[src/rtl/axis_sa_pkg.sv]
// Shared types and helpers for the systolic-array output sink.
// Bank state encoding and counter-width helper used by the top and the tile bank.
package axis_sa_pkg;

    typedef enum logic [1:0] {
        EMPTY    = 2'd0,
        FILLING  = 2'd1,
        FULL     = 2'd2,
        DRAINING = 2'd3
    } bank_state_t;

    localparam int NUM_BANKS = 2;

    // A counter over n positions needs at least one bit even when n == 1.
    function automatic int clog2_min1(input int n);
        return (n > 1) ? $clog2(n) : 1;
    endfunction

endpackage

[src/rtl/sa_tile_bank.sv]
// One R x C tile buffer: written a column at a time, read a row at a time.
// Columns never written since the last clear read back as zero.
module sa_tile_bank
    import axis_sa_pkg::*;
#(
    parameter  int R  = 4,
    parameter  int C  = 8,
    parameter  int WY = 16,
    localparam int CW = clog2_min1(C),
    localparam int RW = clog2_min1(R)
) (
    input  logic                   clk,
    input  logic                   rstn,
    input  logic                   we,
    input  logic [CW-1:0]          col,
    input  logic [R-1:0][WY-1:0]   wdata,
    input  logic                   clr,
    input  logic [RW-1:0]          row,
    output logic [C-1:0][WY-1:0]   rdata
);

    logic [WY-1:0] r_mem [R][C];
    logic [C-1:0]  r_mask;
    logic [C-1:0]  w_set;

    // NOTE: the word array has no reset; validity is tracked by the mask alone,
    // so reset only needs to clear C flops instead of the whole storage.
    always_ff @(posedge clk) begin
        if (we) begin
            for (int r = 0; r < R; r++) begin
                r_mem[r][col] <= wdata[r];
            end
        end
    end

    assign w_set = we ? (C'(1) << col) : '0;

    always_ff @(posedge clk or negedge rstn) begin
        if (!rstn) begin
            r_mask <= '0;
        end else if (clr || we) begin
            r_mask <= (clr ? '0 : r_mask) | w_set;
        end
    end

    always_comb begin
        for (int c = 0; c < C; c++) begin
            rdata[c] = r_mask[c] ? r_mem[row][c] : '0;
        end
    end

endmodule

[src/rtl/axis_sa_sink.sv]
// Ping-pong tile buffer: accepts column beats from the systolic array and
// re-emits each tile transposed as row beats on a downstream AXI Stream.
module axis_sa_sink
    import axis_sa_pkg::*;
#(
    parameter int R  = 4,
    parameter int C  = 8,
    parameter int WY = 16
) (
    input  logic                   clk,
    input  logic                   rstn,
    input  logic                   s_valid,
    output logic                   s_ready,
    input  logic                   s_last,
    input  logic [R-1:0][WY-1:0]   s_data,
    output logic                   m_valid,
    input  logic                   m_ready,
    output logic                   m_last,
    output logic [C-1:0][WY-1:0]   m_data,
    output logic                   err
);

    localparam int            CW       = clog2_min1(C);
    localparam int            RW       = clog2_min1(R);
    localparam logic [CW-1:0] COL_LAST = CW'(C - 1);
    localparam logic [RW-1:0] ROW_LAST = RW'(R - 1);

    bank_state_t r_state     [NUM_BANKS];
    bank_state_t w_state_nxt [NUM_BANKS];

    logic          r_wb;
    logic          r_rb;
    logic [CW-1:0] r_wcol;
    logic [RW-1:0] r_rrow;
    logic          r_err;

    logic          w_wr_fire;
    logic          w_col_end;
    logic          w_close;
    logic          w_rd_fire;
    logic          w_rd_done;

    logic [C-1:0][WY-1:0] w_bank_rdata [NUM_BANKS];

    assign w_wr_fire = s_valid && s_ready;
    assign w_col_end = (r_wcol == COL_LAST);
    assign w_close   = w_wr_fire && (s_last || w_col_end);
    assign w_rd_fire = m_valid && m_ready;
    assign w_rd_done = w_rd_fire && m_last;

    for (genvar b = 0; b < NUM_BANKS; b++) begin : g_bank
        sa_tile_bank #(
            .R  (R),
            .C  (C),
            .WY (WY)
        ) u_bank (
            .clk   (clk),
            .rstn  (rstn),
            .we    (w_wr_fire && (r_wb == 1'(b))),
            .col   (r_wcol),
            .wdata (s_data),
            .clr   (w_rd_done && (r_rb == 1'(b))),
            .row   (r_rrow),
            .rdata (w_bank_rdata[b])
        );
    end

    // NOTE: every flop below takes non-blocking assignments so all state moves
    // together on the edge regardless of the order the statements appear in.
    always_ff @(posedge clk or negedge rstn) begin
        if (!rstn) begin
            for (int b = 0; b < NUM_BANKS; b++) begin
                r_state[b] <= EMPTY;
            end
        end else begin
            for (int b = 0; b < NUM_BANKS; b++) begin
                r_state[b] <= w_state_nxt[b];
            end
        end
    end

    // The write bank is only ever EMPTY/FILLING and the read bank FULL/DRAINING,
    // so both updates can land on the same edge without touching the same bank.
    always_comb begin
        for (int b = 0; b < NUM_BANKS; b++) begin
            // NOTE: hold-value default first, so no path leaves the next state unassigned.
            w_state_nxt[b] = r_state[b];
            if (w_wr_fire && (r_wb == 1'(b))) begin
                w_state_nxt[b] = w_close ? FULL : FILLING;
            end
            if (w_rd_fire && (r_rb == 1'(b))) begin
                w_state_nxt[b] = w_rd_done ? EMPTY : DRAINING;
            end
        end
    end

    always_comb begin
        s_ready = (r_state[r_wb] == EMPTY) || (r_state[r_wb] == FILLING);
        m_valid = (r_state[r_rb] == FULL)  || (r_state[r_rb] == DRAINING);
        m_last  = m_valid && (r_rrow == ROW_LAST);
    end

    always_ff @(posedge clk or negedge rstn) begin
        if (!rstn) begin
            r_wb   <= 1'b0;
            r_wcol <= '0;
            r_rb   <= 1'b0;
            r_rrow <= '0;
            r_err  <= 1'b0;
        end else begin
            if (w_wr_fire) begin
                if (w_close) begin
                    r_wcol <= '0;
                    r_wb   <= ~r_wb;
                end else begin
                    r_wcol <= r_wcol + CW'(1);
                end
                // Early s_last (short tile) or missing s_last on the final column.
                if (s_last != w_col_end) begin
                    r_err <= 1'b1;
                end
            end
            if (w_rd_fire) begin
                if (w_rd_done) begin
                    r_rrow <= '0;
                    r_rb   <= ~r_rb;
                end else begin
                    r_rrow <= r_rrow + RW'(1);
                end
            end
        end
    end

    assign m_data = m_valid ? w_bank_rdata[r_rb] : '0;
    assign err    = r_err;

endmodule

[config.mk]
export PLATFORM = sky130hd
export DESIGN_NAME = axis_sa_sink
export DESIGN_NICKNAME = d
export VERILOG_FILES = /design/src/rtl/axis_sa_pkg.sv /design/src/rtl/sa_tile_bank.sv /design/src/rtl/axis_sa_sink.sv
export SDC_FILE = /design/constraint.sdc
export NUM_CORES = 1
export LEC_CHECK = 0
export CAP_MARGIN = 15
export CORE_MARGIN = 2
export CORE_UTILIZATION = 40
export CTS_BUF_LIST = sky130_fd_sc_hd__clkbuf_16
export DETAILED_ROUTE_END_ITERATION = 7
export DONT_BUFFER_PORTS = 1
export GPL_ROUTABILITY_DRIVEN = 0
export PLACE_DENSITY = 0.62
export SETUP_SLACK_MARGIN = 0.02
export SLEW_MARGIN = 5
export SYNTH_ARGS = -nofsm -noshare
export SYNTH_HDL_FRONTEND = slang
export SYNTH_SLANG_ARGS = --single-unit
[constraint.sdc]
create_clock -name clk -period 12.6 [get_ports clk]
set_clock_uncertainty 0.05 [all_clocks]
set_input_delay 1.89 -clock clk [delete_from_list [all_inputs] [get_ports clk]]
set_output_delay 1.89 -clock clk [all_outputs]
set_load 0.05 [all_outputs]
==> results.py, run 1 <==
metrics = {
    "clocking": {
        "cts_resized": 0,
        "postCtsSetupBuffers": 0,
        "cts_max_level": 3,
        "numCtsBuffers": 104,
        "clk_pin_slew_ns": 0.06,
        "cts_tree": "yes",
        "insertion_delay_ns": 0.66,
        "clockBufferDepth": 3,
        "ctsHoldBuffers": 0,
        "cts-root-buf": "clkbuf_16",
        "clkSinkCount": 1050,
    },
    "synthesis": {
        "syn_area_sq_mm": 0.0395,
        "yosysUniqueCellTypes": 35,
        "ys_ff_latch": 1050,
        "ys_warn_count": 0,
        "ys_seq_area_share_pct": 79.4,
        "syn_avg_cell_area_sq_um": 24.0,
        "synthesis.nets": 1724,
        "syn_inst": 1647,
    },
    "place": {
        "hpwlAfterDp_um": 52900,
        "io_buffers": 0,
        "pre_cts_slack_ns": 6.76,
    },
    "setup_path": {
        "critPathKind": "flip-flop to output port",
        "rrSetupSlack_ns": 9.04,
        "reg2reg_depth": 4,
        "cp_max_fo": 72,
        "startpoint_type": "flip-flop",
        "timing.rr.end": "g_bank[0].u_bank.r_mem[0][25]$_DFFE_PP_",
        "crit_arrival_ns": 4.52,
        "endpoint_kind": "output port",
        "crit_path_start": "r_rrow[1]$_DFFE_PN0P_",
        "r2r_start": "r_state[3]$_DFFE_PN0P_",
        "crit_required_ns": 10.66,
    },
    "grt": {
        "grtUsageMet3_pct": 4.14,
        "grt_pass1_vias": 18200,
        "grt_most_used_layer": "met2",
        "grtUsageMet1_pct": 25.2,
        "grt_max_degree": 120,
        "grt_pass1_wl_um": 132000,
        "met2_usage_pct": 29.1,
        "grt_overflow": 0,
        "grt_usage_pct": 18.2,
        "antenna_found_initial": 2,
    },
    "min_path": {
        "hold_path_end": "g_bank[0].u_bank.r_mask[3]$_DFFE_PN0P_",
        "hold_depth": 1,
        "worstHoldStart": "g_bank[0].u_bank.r_mask[3]$_DFFE_PN0P_",
        "hp-class": "flip-flop to flip-flop",
    },
    "layout": {
        "drive_gt1_share_pct": 26.7,
        "final_nets": 1774,
        "fill_cells": 8100,
        "diodes": 0,
        "area_growth_pct": 12.3,
    },
    "power_and_ir_drop": {
        "vdd_drop_max_uv": 167,
        "power.leakage_nw": 13.9,
        "power_density_mw_per_mm2": 212,
    },
    "route": {
        "via_per_inst": 5.75,
        "dr.pass1.iters": 5,
        "drt_iter0_markers": 1902,
        "final_antenna_net_count": 0,
        "wl_per_cell_um": 30.1,
        "wl_um": 92400,
        "drc": 0,
        "vias": 17700,
    },
    "sta": {
        "max_slew.worst_pin.slew_ns": 1.19,
        "min_period_over_period_pct": 51.3,
        "rsz0062_at_grt": "no",
        "finalMaxSlewViolations": 0,
        "finalSetupViolations": 0,
        "timing.hold.ws_ns": 0.450,
        "max_freq_mhz": 155,
        "relSlewSlack_pct": 20.4,
        "hold_viol_final": 0,
        "setup_ws_ns": 6.14,
        "finalSetupTns_ns": 0,
        "fin_crit_ns": 6.46,
    },
    "floorplanning": {
        "die_area_sq_mm": 0.101,
        "start_util_pct": 40.3,
        "fp.coreArea_sq_mm": 0.0981,
        "die_y_um": 318,
        "die_w_um": 318,
        "rows": 115,
        "top_level_ports": 201,
    },
    "run_status": {
        "status": "completed",
    },
    "job": {
        "maxCapViolCount": 0,
    },
}
synth_stat cells:
cell | n | share of area, %
nand4_1 | 1 | 0.016
o221ai_1 | 2 | 0.044
buf_6 | 16 | 0.46
or2_0 | 1 | 0.016
buf_1 | 6 | 0.057
and2_1 | 11 | 0.17
o21a_1 | 1 | 0.019
o21ai_1 | 1 | 0.013
nand2_1 | 18 | 0.17
nand2b_1 | 2 | 0.032
and4_1 | 2 | 0.044
a22o_1 | 141 | 3.1
buf_4 | 7 | 0.13
buf_2 | 23 | 0.29
dfrtp_1 | 26 | 1.6
inv_1 | 6 | 0.057
mux2i_1 | 12 | 0.30
a31o_2 | 1 | 0.022
nand3_1 | 4 | 0.051
ha_1 | 8 | 0.25
nor2_1 | 15 | 0.14
o21ai_0 | 2 | 0.025
and3b_1 | 2 | 0.044
and3_1 | 8 | 0.13
nand3b_1 | 1 | 0.019
a31oi_1 | 1 | 0.016
nor2b_1 | 1 | 0.016
mux2_2 | 2 | 0.057
nor3_1 | 4 | 0.051
mux4_2 | 252 | 14
edfxtp_1 | 1024 | 78
a21oi_1 | 2 | 0.025
nor3b_1 | 2 | 0.038
or2_2 | 1 | 0.016
clkbuf_1 | 41 | 0.39
state kept, by name, summed over array words and instances, names as in the netlist:
register and cells:
r_state 2, r_wb 1, err 1, r_rrow 2, r_rb 1, g_bank.u_bank.r_mem 1024
r_wcol 3, g_bank.u_bank.r_mask 16
kinds of logic (layout without fill, tap and decap cells):
kind of cell	Yosys count	in the layout	share of synthesized area [%]
flops	1050	1050	79.4
mux	266	266	14.7
compound gates	151	151	3.29
buf+inv	99	234	1.38
simple gates	73	73	0.956
fa+ha+maj	8	8	0.253
critical path, stage by stage, from the launching register on:
cell     delay (ns)
dfrtp_4        1.02
buf_4          0.90
buf_4          0.83
mux4_2         0.37
a22o_1         0.54
metal layers:
| metal | vias up | wire length (um) |
|---|---|---|
| met3 | 120 | 7070 |
| met1 | 9647 | 38800 |
| met5 | - | 0 |
| met4 | 0 | 1990 |
| li1 | 7205 | - |
| met2 | 681 | 44500 |
through the flow:
step / instances / utilization, % / area [sq um] / power [mW]
after floorplan: 1647 / - / 39500 / 6.10
after global routing: 3069 / 45.2 / 44400 / 9.77
final: 3069 / 45.2 / 44400 / 9.42
after CTS: 3068 / 45.2 / 44400 / 9.53
after detailed placement: 2877 / 41.9 / 41100 / 6.58
after global placement: 2875 / 41.8 / 41000 / 6.54
cells in the final DEF (no fill, tap or decap), drive strengths merged, types with 3 or more instances in the layout:
master,n
clkbuf,106
clkinv,46
o21ai,3
buf,37
and2,11
mux2i,12
bufinv,7
mux4,252
ha,8
nor3,4
inv,31
nor2,15
a22o,141
edfxtp,1024
nand3,4
dfrtp,26
clkinvlp,7
nand2,18
and3,8
worst max-delay path by stage:
stage | endpoint | slack (ns) | cells past startpoint
after floorplan | g_bank[0].u_bank.r_mem[0][112]$_DFFE_PP_ | 5.17 | 3
after global placement | m_data[10] | 6.82 | 4
after detailed placement | m_data[105] | 6.76 | 4
after CTS | m_data[105] | 6.02 | 4
after global routing | m_data[105] | 5.90 | 4
final | m_data[10] | 6.14 | 4
report_power, final:
group | switching [mW] | total [mW] | internal [mW]
logic | 1.43 | 2.34 | 0.903
registers | 0.127 | 4.13 | 4.00
clock network | 1.28 | 2.95 | 1.67
cell type report:
class	instances	area (sq um)	area share, %
clock inverter	85	632	1.42
tap	1287	1610	3.63
clock buffer	106	2650	5.98
sequential	1050	31400	70.8
inverter	6	22.5	0.0507
timing repair buffer	37	343	0.772
multi-input combinational	498	7720	17.4
Power figures use the tool's default switching activity.
==> run 2: changes to the inputs <==
==> constraint.sdc (replaced) <==
create_clock -name clk -period 6.25 [get_ports clk]
set_clock_uncertainty 0.05 [all_clocks]
set_input_delay 0.9375 -clock clk [delete_from_list [all_inputs] [get_ports clk]]
set_output_delay 0.9375 -clock clk [all_outputs]
set_load 0.05 [all_outputs]
==> run 2 against run 1 <==
Compared with the run above: global-route usage up 0.057 points; utilization up 0.23 points; highest routed layer unchanged; final area rose by 0.52%; die area did not move; flip-flop and latch count is the same; sequential power is 100% higher; register-to-register slack got worse by 6.1 ns.
==> results.py, run 2 (synthesis results as in run 1) <==
metrics = {
    "setup_path": {
        "cpPeakStageDelay_ns": 1.04,
        "crit_path_top_delay_cell": "and2_1",
        "startpoint_type": "flip-flop",
        "crit_required_ns": 5.26,
        "crit_chain": "nor2b_1 -> and2_1 -> buf_4 -> a22o_1",
        "r2r_start": "r_wb$_DFFE_PN0P_",
        "endpoint_kind": "output port",
        "cp_max_fo": 18,
        "critPathKind": "flip-flop to output port",
        "crit_path_start": "r_rb$_DFFE_PN0P_",
        "crit_arrival_ns": 3.62,
    },
    "clocking": {
        "cts_resized": 0,
        "postCtsSetupBuffers": 0,
        "numCtsBuffers": 104,
        "cts_max_level": 3,
        "clockBufferDepth": 3,
        "clk_pin_slew_ns": 0.06,
        "insertion_delay_ns": 0.65,
        "cts-root-buf": "clkbuf_16",
        "cts_tree": "yes",
        "clkSinkCount": 1050,
    },
    "route": {
        "via_per_inst": 5.72,
        "final_antenna_net_count": 0,
        "dr.pass1.iters": 5,
        "drt_iter0_markers": 1948,
        "m1WireLength_um": 39000,
        "drc": 0,
        "wl_met2_um": 45000,
        "vias": 17600,
        "wl_um": 92700,
        "top_layer_used": "met4",
        "routed-wl-met3_um": 6560,
        "wl_per_cell_um": 30.2,
    },
    "layout": {
        "postLayoutCellArea_sq_mm": 0.0446,
        "final_cell_mix": "1024 x edfxtp_1, 252 x mux4_2, 141 x a22o_1, 109 x clkbuf_16, 29 x clkinv_1",
        "fill_cells": 8036,
        "final_nets": 1775,
        "drive_gt1_share_pct": 26.4,
        "largest_reg_flops": 1024,
        "diodes": 0,
        "area_growth_pct": 12.8,
        "layout_commonest_cell": "edfxtp_1",
        "top_register": "g_bank.u_bank.r_mem",
        "layoutNonFillerInstCount": 3073,
        "reg_top3": "g_bank.u_bank.r_mem: 1024 flops, g_bank.u_bank.r_mask: 16 flops, r_wcol: 3 flops",
        "fin_util_pct": 45.5,
    },
    "floorplanning": {
        "die_w_um": 318,
        "top_level_ports": 201,
        "die_area_sq_mm": 0.101,
        "rows": 115,
        "die_y_um": 318,
        "start_util_pct": 40.3,
        "fp.coreArea_sq_mm": 0.0981,
    },
    "sta": {
        "finalSetupViolations": 0,
        "finalSetupTns_ns": 0,
        "fin_crit_ns": 4.61,
        "hold_viol_final": 0,
        "max_slew.worst_pin.slew_ns": 1.25,
        "min_period_over_period_pct": 73.8,
        "relSlewSlack_pct": 16.7,
        "finalMaxSlewViolations": 0,
        "rsz0062_at_grt": "no",
        "max_freq_mhz": 217,
    },
    "grt": {
        "grt_usage_pct": 18.2,
        "antenna_found_initial": 7,
        "grt_max_degree": 133,
        "grt_pass1_wl_um": 132000,
        "grt_pass1_vias": 17900,
        "grt_overflow": 0,
    },
    "min_path": {
        "hp-class": "primary input to asynchronous set/reset pin",
    },
    "power_and_ir_drop": {
        "p_total_mw": 19.3,
        "power.leakage_nw": 14.0,
        "vdd_drop_max_uv": 302,
        "power_density_mw_per_mm2": 433,
    },
    "place": {
        "postPlaceCellArea_sq_mm": 0.0411,
        "hpwlAfterDp_um": 52600,
        "io_buffers": 0,
        "dp.cells": 2875,
    },
    "job": {
        "maxCapViolCount": 0,
    },
    "run_status": {
        "status": "completed",
    },
}
run 2: path summary, 6_finish.rpt:
| check | endpoint | slack [ns] | depth (start not counted) |
|---|---|---|---|
| max in group asynchronous | r_rrow[0]$_DFFE_PN0P_ | 5.92 | 1 |
| worst max-delay path | m_data[90] | 1.64 | 4 |
| worst min-delay path | err$_DFFE_PN0P_ | 0.05 | 1 |
| worst max register to register | g_bank[0].u_bank.r_mem[0][107]$_DFFE_PP_ | 2.93 | 4 |
| worst min register to register | g_bank[1].u_bank.r_mask[6]$_DFFE_PN0P_ | 0.45 | 1 |
| min in group clk | g_bank[1].u_bank.r_mem[3][83]$_DFFE_PP_ | 0.32 | 0 |
run 2: area by class of cell:
cell class / instances / area (sq um) / area share, %
Sequential cell: 1050 / 31400 / 70.4
Multi-Input combinational cell: 498 / 7740 / 17.3
Clock buffer: 109 / 2730 / 6.11
Tap cell: 1287 / 1610 / 3.61
Clock inverter: 85 / 704 / 1.58
Timing Repair Buffer: 38 / 410 / 0.920
Inverter: 6 / 22.5 / 0.0505
run 2: where the power goes:
part,switching [mW],internal [mW]
combinational,2.99,1.84
sequential,0.206,8.06
clock,2.56,3.64
total,5.76,13.5
run 2: what timing repair did:
| item | in CTS | in global routing |
|---|---|---|
| endpoints found under the setup margin | 0 | 0 |
| hold endpoints to repair | 26 | 0 |
| hold buffers | 1 | 0 |
run 2: metrics by stage:
step	setup slack, ns	hold slack, ns
3_5_place_dp	2.35	0.428
3_3_place_gp	2.43	0.427
2_1_floorplan	0.0313	0.408
4_1_cts	1.61	0.00807
5_1_grt	1.47	0.0229
6_report	1.64	0.0485
run 2: worst max-delay path: cells and delay by family (launching register included):
| family | cells | cell delay, ns |
|---|---|---|
| AO/OA/AOI/OAI | 1 | 0.49 |
| flip-flops | 1 | 0.56 |
| AND/OR/NAND/NOR | 2 | 1.54 |
| buffers and inverters | 1 | 0.37 |
run 2: layer usage:
layer	track usage, %	vias up
met5	0	-
met4	5.21	0
met3	4.25	117
met2	29.1	603
met1	25.2	9628
li1	-	7226
==> run 3: changes to the inputs <==
--- a/config.mk
+++ b/config.mk
@@ -12,7 +12,7 @@
 export DETAILED_ROUTE_END_ITERATION = 7
 export DONT_BUFFER_PORTS = 1
 export GPL_ROUTABILITY_DRIVEN = 0
-export PLACE_DENSITY = 0.62
+export PLACE_DENSITY = 0.64
 export SETUP_SLACK_MARGIN = 0.02
 export SLEW_MARGIN = 5
 export SYNTH_ARGS = -nofsm -noshare
==> constraint.sdc (replaced) <==
create_clock -name clk -period 3.9 [get_ports clk]
set_clock_uncertainty 0.05 [all_clocks]
set_input_delay 0.585 -clock clk [delete_from_list [all_inputs] [get_ports clk]]
set_output_delay 0.585 -clock clk [all_outputs]
set_load 0.05 [all_outputs]
==> run 3 against run 2 <==
Compared with the run above: count of clock-buffer cells in the layout shrank 4; clock power up 54%; global-route usage grew 0.75 points; final area increased by 3.1%; critical endpoint is now m_data[32]; largest power group unchanged; highest routed layer is now met5.
==> results.py, run 3 (synthesis results as in run 1) <==
metrics = {
    "run_status": {
        "status": "completed",
    },
    "grt": {
        "grt_max_degree": 65,
        "grt_pass1_wl_um": 138000,
        "grt_usage_pct": 19.0,
        "grt_overflow": 0,
        "antenna_found_initial": 3,
        "grt_pass1_vias": 18900,
    },
    "layout": {
        "postLayoutCellArea_sq_mm": 0.0460,
        "reg_top3": "g_bank.u_bank.r_mem: 1024 flops, g_bank.u_bank.r_mask: 16 flops, r_wcol: 3 flops",
        "drive_gt1_share_pct": 28.8,
        "final_nets": 1945,
        "area_growth_pct": 16.4,
        "largest_reg_flops": 1024,
        "layout_commonest_cell": "edfxtp_1",
        "fin_util_pct": 46.9,
        "final_cell_mix": "1024 x edfxtp_1, 252 x mux4_2, 141 x a22o_1, 120 x buf_4, 105 x clkbuf_16",
        "top_register": "g_bank.u_bank.r_mem",
    },
    "route": {
        "final_antenna_net_count": 0,
        "via_per_inst": 5.67,
        "vias": 18400,
        "drc": 0,
        "drt_iter0_markers": 1912,
        "wl_per_cell_um": 29.6,
        "wl_um": 95700,
        "dr.pass1.iters": 7,
    },
    "clocking": {
        "insertion_delay_ns": 0.68,
        "cts_tree": "yes",
        "clockBufferDepth": 3,
        "postCtsSetupBuffers": 0,
        "cts_max_level": 3,
        "ctsHoldBuffers": 67,
        "cts_resized": 0,
        "numCtsBuffers": 104,
        "clk_pin_slew_ns": 0.06,
        "clkSinkCount": 1050,
        "cts-root-buf": "clkbuf_16",
    },
    "floorplanning": {
        "start_util_pct": 40.3,
        "top_level_ports": 201,
        "die_y_um": 318,
        "fp.coreArea_sq_mm": 0.0981,
        "rows": 115,
        "die_w_um": 318,
        "die_area_sq_mm": 0.101,
    },
    "job": {
        "maxCapViolCount": 0,
    },
    "setup_path": {
        "cp_max_fo": 59,
        "endpoint_kind": "output port",
        "crit_path_frequent_cell": "buf_4",
        "crit_required_ns": 3.26,
        "critPathKind": "flip-flop to output port",
        "path_buf_inv": 2,
        "crit_family": "flip-flops",
        "startpoint_type": "flip-flop",
        "cpPeakStageDelay_ns": 1.07,
        "crit_arrival_ns": 3.09,
        "crit_path_top_delay_cell": "dfrtp_4",
        "crit_chain": "buf_4 -> mux4_2 -> a22o_1 -> buf_4",
    },
    "sta": {
        "fin_crit_ns": 3.73,
        "relSlewSlack_pct": 24.7,
        "finalSetupViolations": 0,
        "min_period_over_period_pct": 95.5,
        "rsz0062_at_grt": "no",
        "hold_viol_final": 0,
        "max_freq_mhz": 268,
        "max_slew.worst_pin.slew_ns": 1.11,
        "finalMaxSlewViolations": 0,
    },
    "power_and_ir_drop": {
        "vdd_drop_max_uv": 456,
        "power.leakage_nw": 14.8,
        "power_density_mw_per_mm2": 685,
        "p_total_mw": 31.5,
    },
    "place": {
        "io_buffers": 0,
        "postPlaceCellArea_sq_mm": 0.0421,
        "hpwlAfterDp_um": 57100,
    },
    "min_path": {
        "hp-class": "primary input to flip-flop",
    },
}
==> run 3: cell types whose count changed in the layout (fill, tap and decap cells not counted), sizes merged, moves of 4 or more <==
cell	delta
dlygate4sd3	+66
bufinv	-4
clkinv	-12
inv	+13
clkbuf	-4
buf	+104
==> run 3: per-stage QoR <==
step / hold slack, ns / setup WS (ns) / cells / setup TNS [ns]
2_1_floorplan: 0.239 / -0.499 / 1647 / -226.59
3_3_place_gp: 0.241 / 0.889 / 2982 / 0
3_5_place_dp: 0.241 / 0.872 / 2982 / 0
4_1_cts: 0.0131 / 0.117 / 3236 / 0
5_1_grt: 0.0490 / 0.0650 / 3237 / 0
6_report: 0.0730 / 0.175 / 3237 / 0
==> run 3: area by class of cell <==
cell class | count | area, sq um
antenna | 1 | 2.50
clock buffer | 105 | 2630
clock inverter | 82 | 608
fill | 7983 | 52100
inverter | 6 | 22.5
multi-input combinational | 498 | 7740
sequential | 1050 | 31400
tap | 1287 | 1610
timing repair buffer | 208 | 2000
==> run 3: power breakdown <==
| part | switching, mW | internal (mW) | total (mW) | leakage [nW] |
|---|---|---|---|---|
| registers | 0.442 | 12.9 | 13.4 | 9.54 |
| clock network | 4.14 | 5.40 | 9.55 | 1.69 |
| logic | 5.05 | 3.58 | 8.64 | 3.52 |
==> run 3: worst min-delay path, stage by stage <==
cell and delay [ns]:
nand3_1 0.06, nand2_1 0.05, o21ai_0 0.07
==> run 3: path summary, 6_finish.rpt <==
| kind | cells after the start | end | slack [ns] | startpoint |
|---|---|---|---|---|
| max in group asynchronous | 2 | r_rrow[1]$_DFFE_PN0P_ | 3.31 | rstn |
| hold reg to reg | 1 | g_bank[1].u_bank.r_mask[1]$_DFFE_PN0P_ | 0.45 | g_bank[1].u_bank.r_mask[1]$_DFFE_PN0P_ |
| min in group asynchronous | 2 | err$_DFFE_PN0P_ | 0.28 | rstn |
| hold / removal | 3 | r_state[1]$_DFFE_PN0P_ | 0.07 | m_ready |
| setup reg to reg | 4 | g_bank[1].u_bank.r_mem[3][84]$_DFFE_PP_ | 1.18 | r_state[1]$_DFFE_PN0P_ |
| setup / recovery | 4 | m_data[32] | 0.17 | r_rrow[1]$_DFFE_PN0P_ |
==> run 3: routing by layer <==
metal	part of all wire, %	wire (um)	vias to the layer above	track usage, %
met2	48	46300	750	30.3
li1	-	-	7563	-
met5	0.0084	8	-	0
met4	2.6	2510	2	6.00
met1	41	39200	9917	25.8
met3	8.1	7730	128	4.70
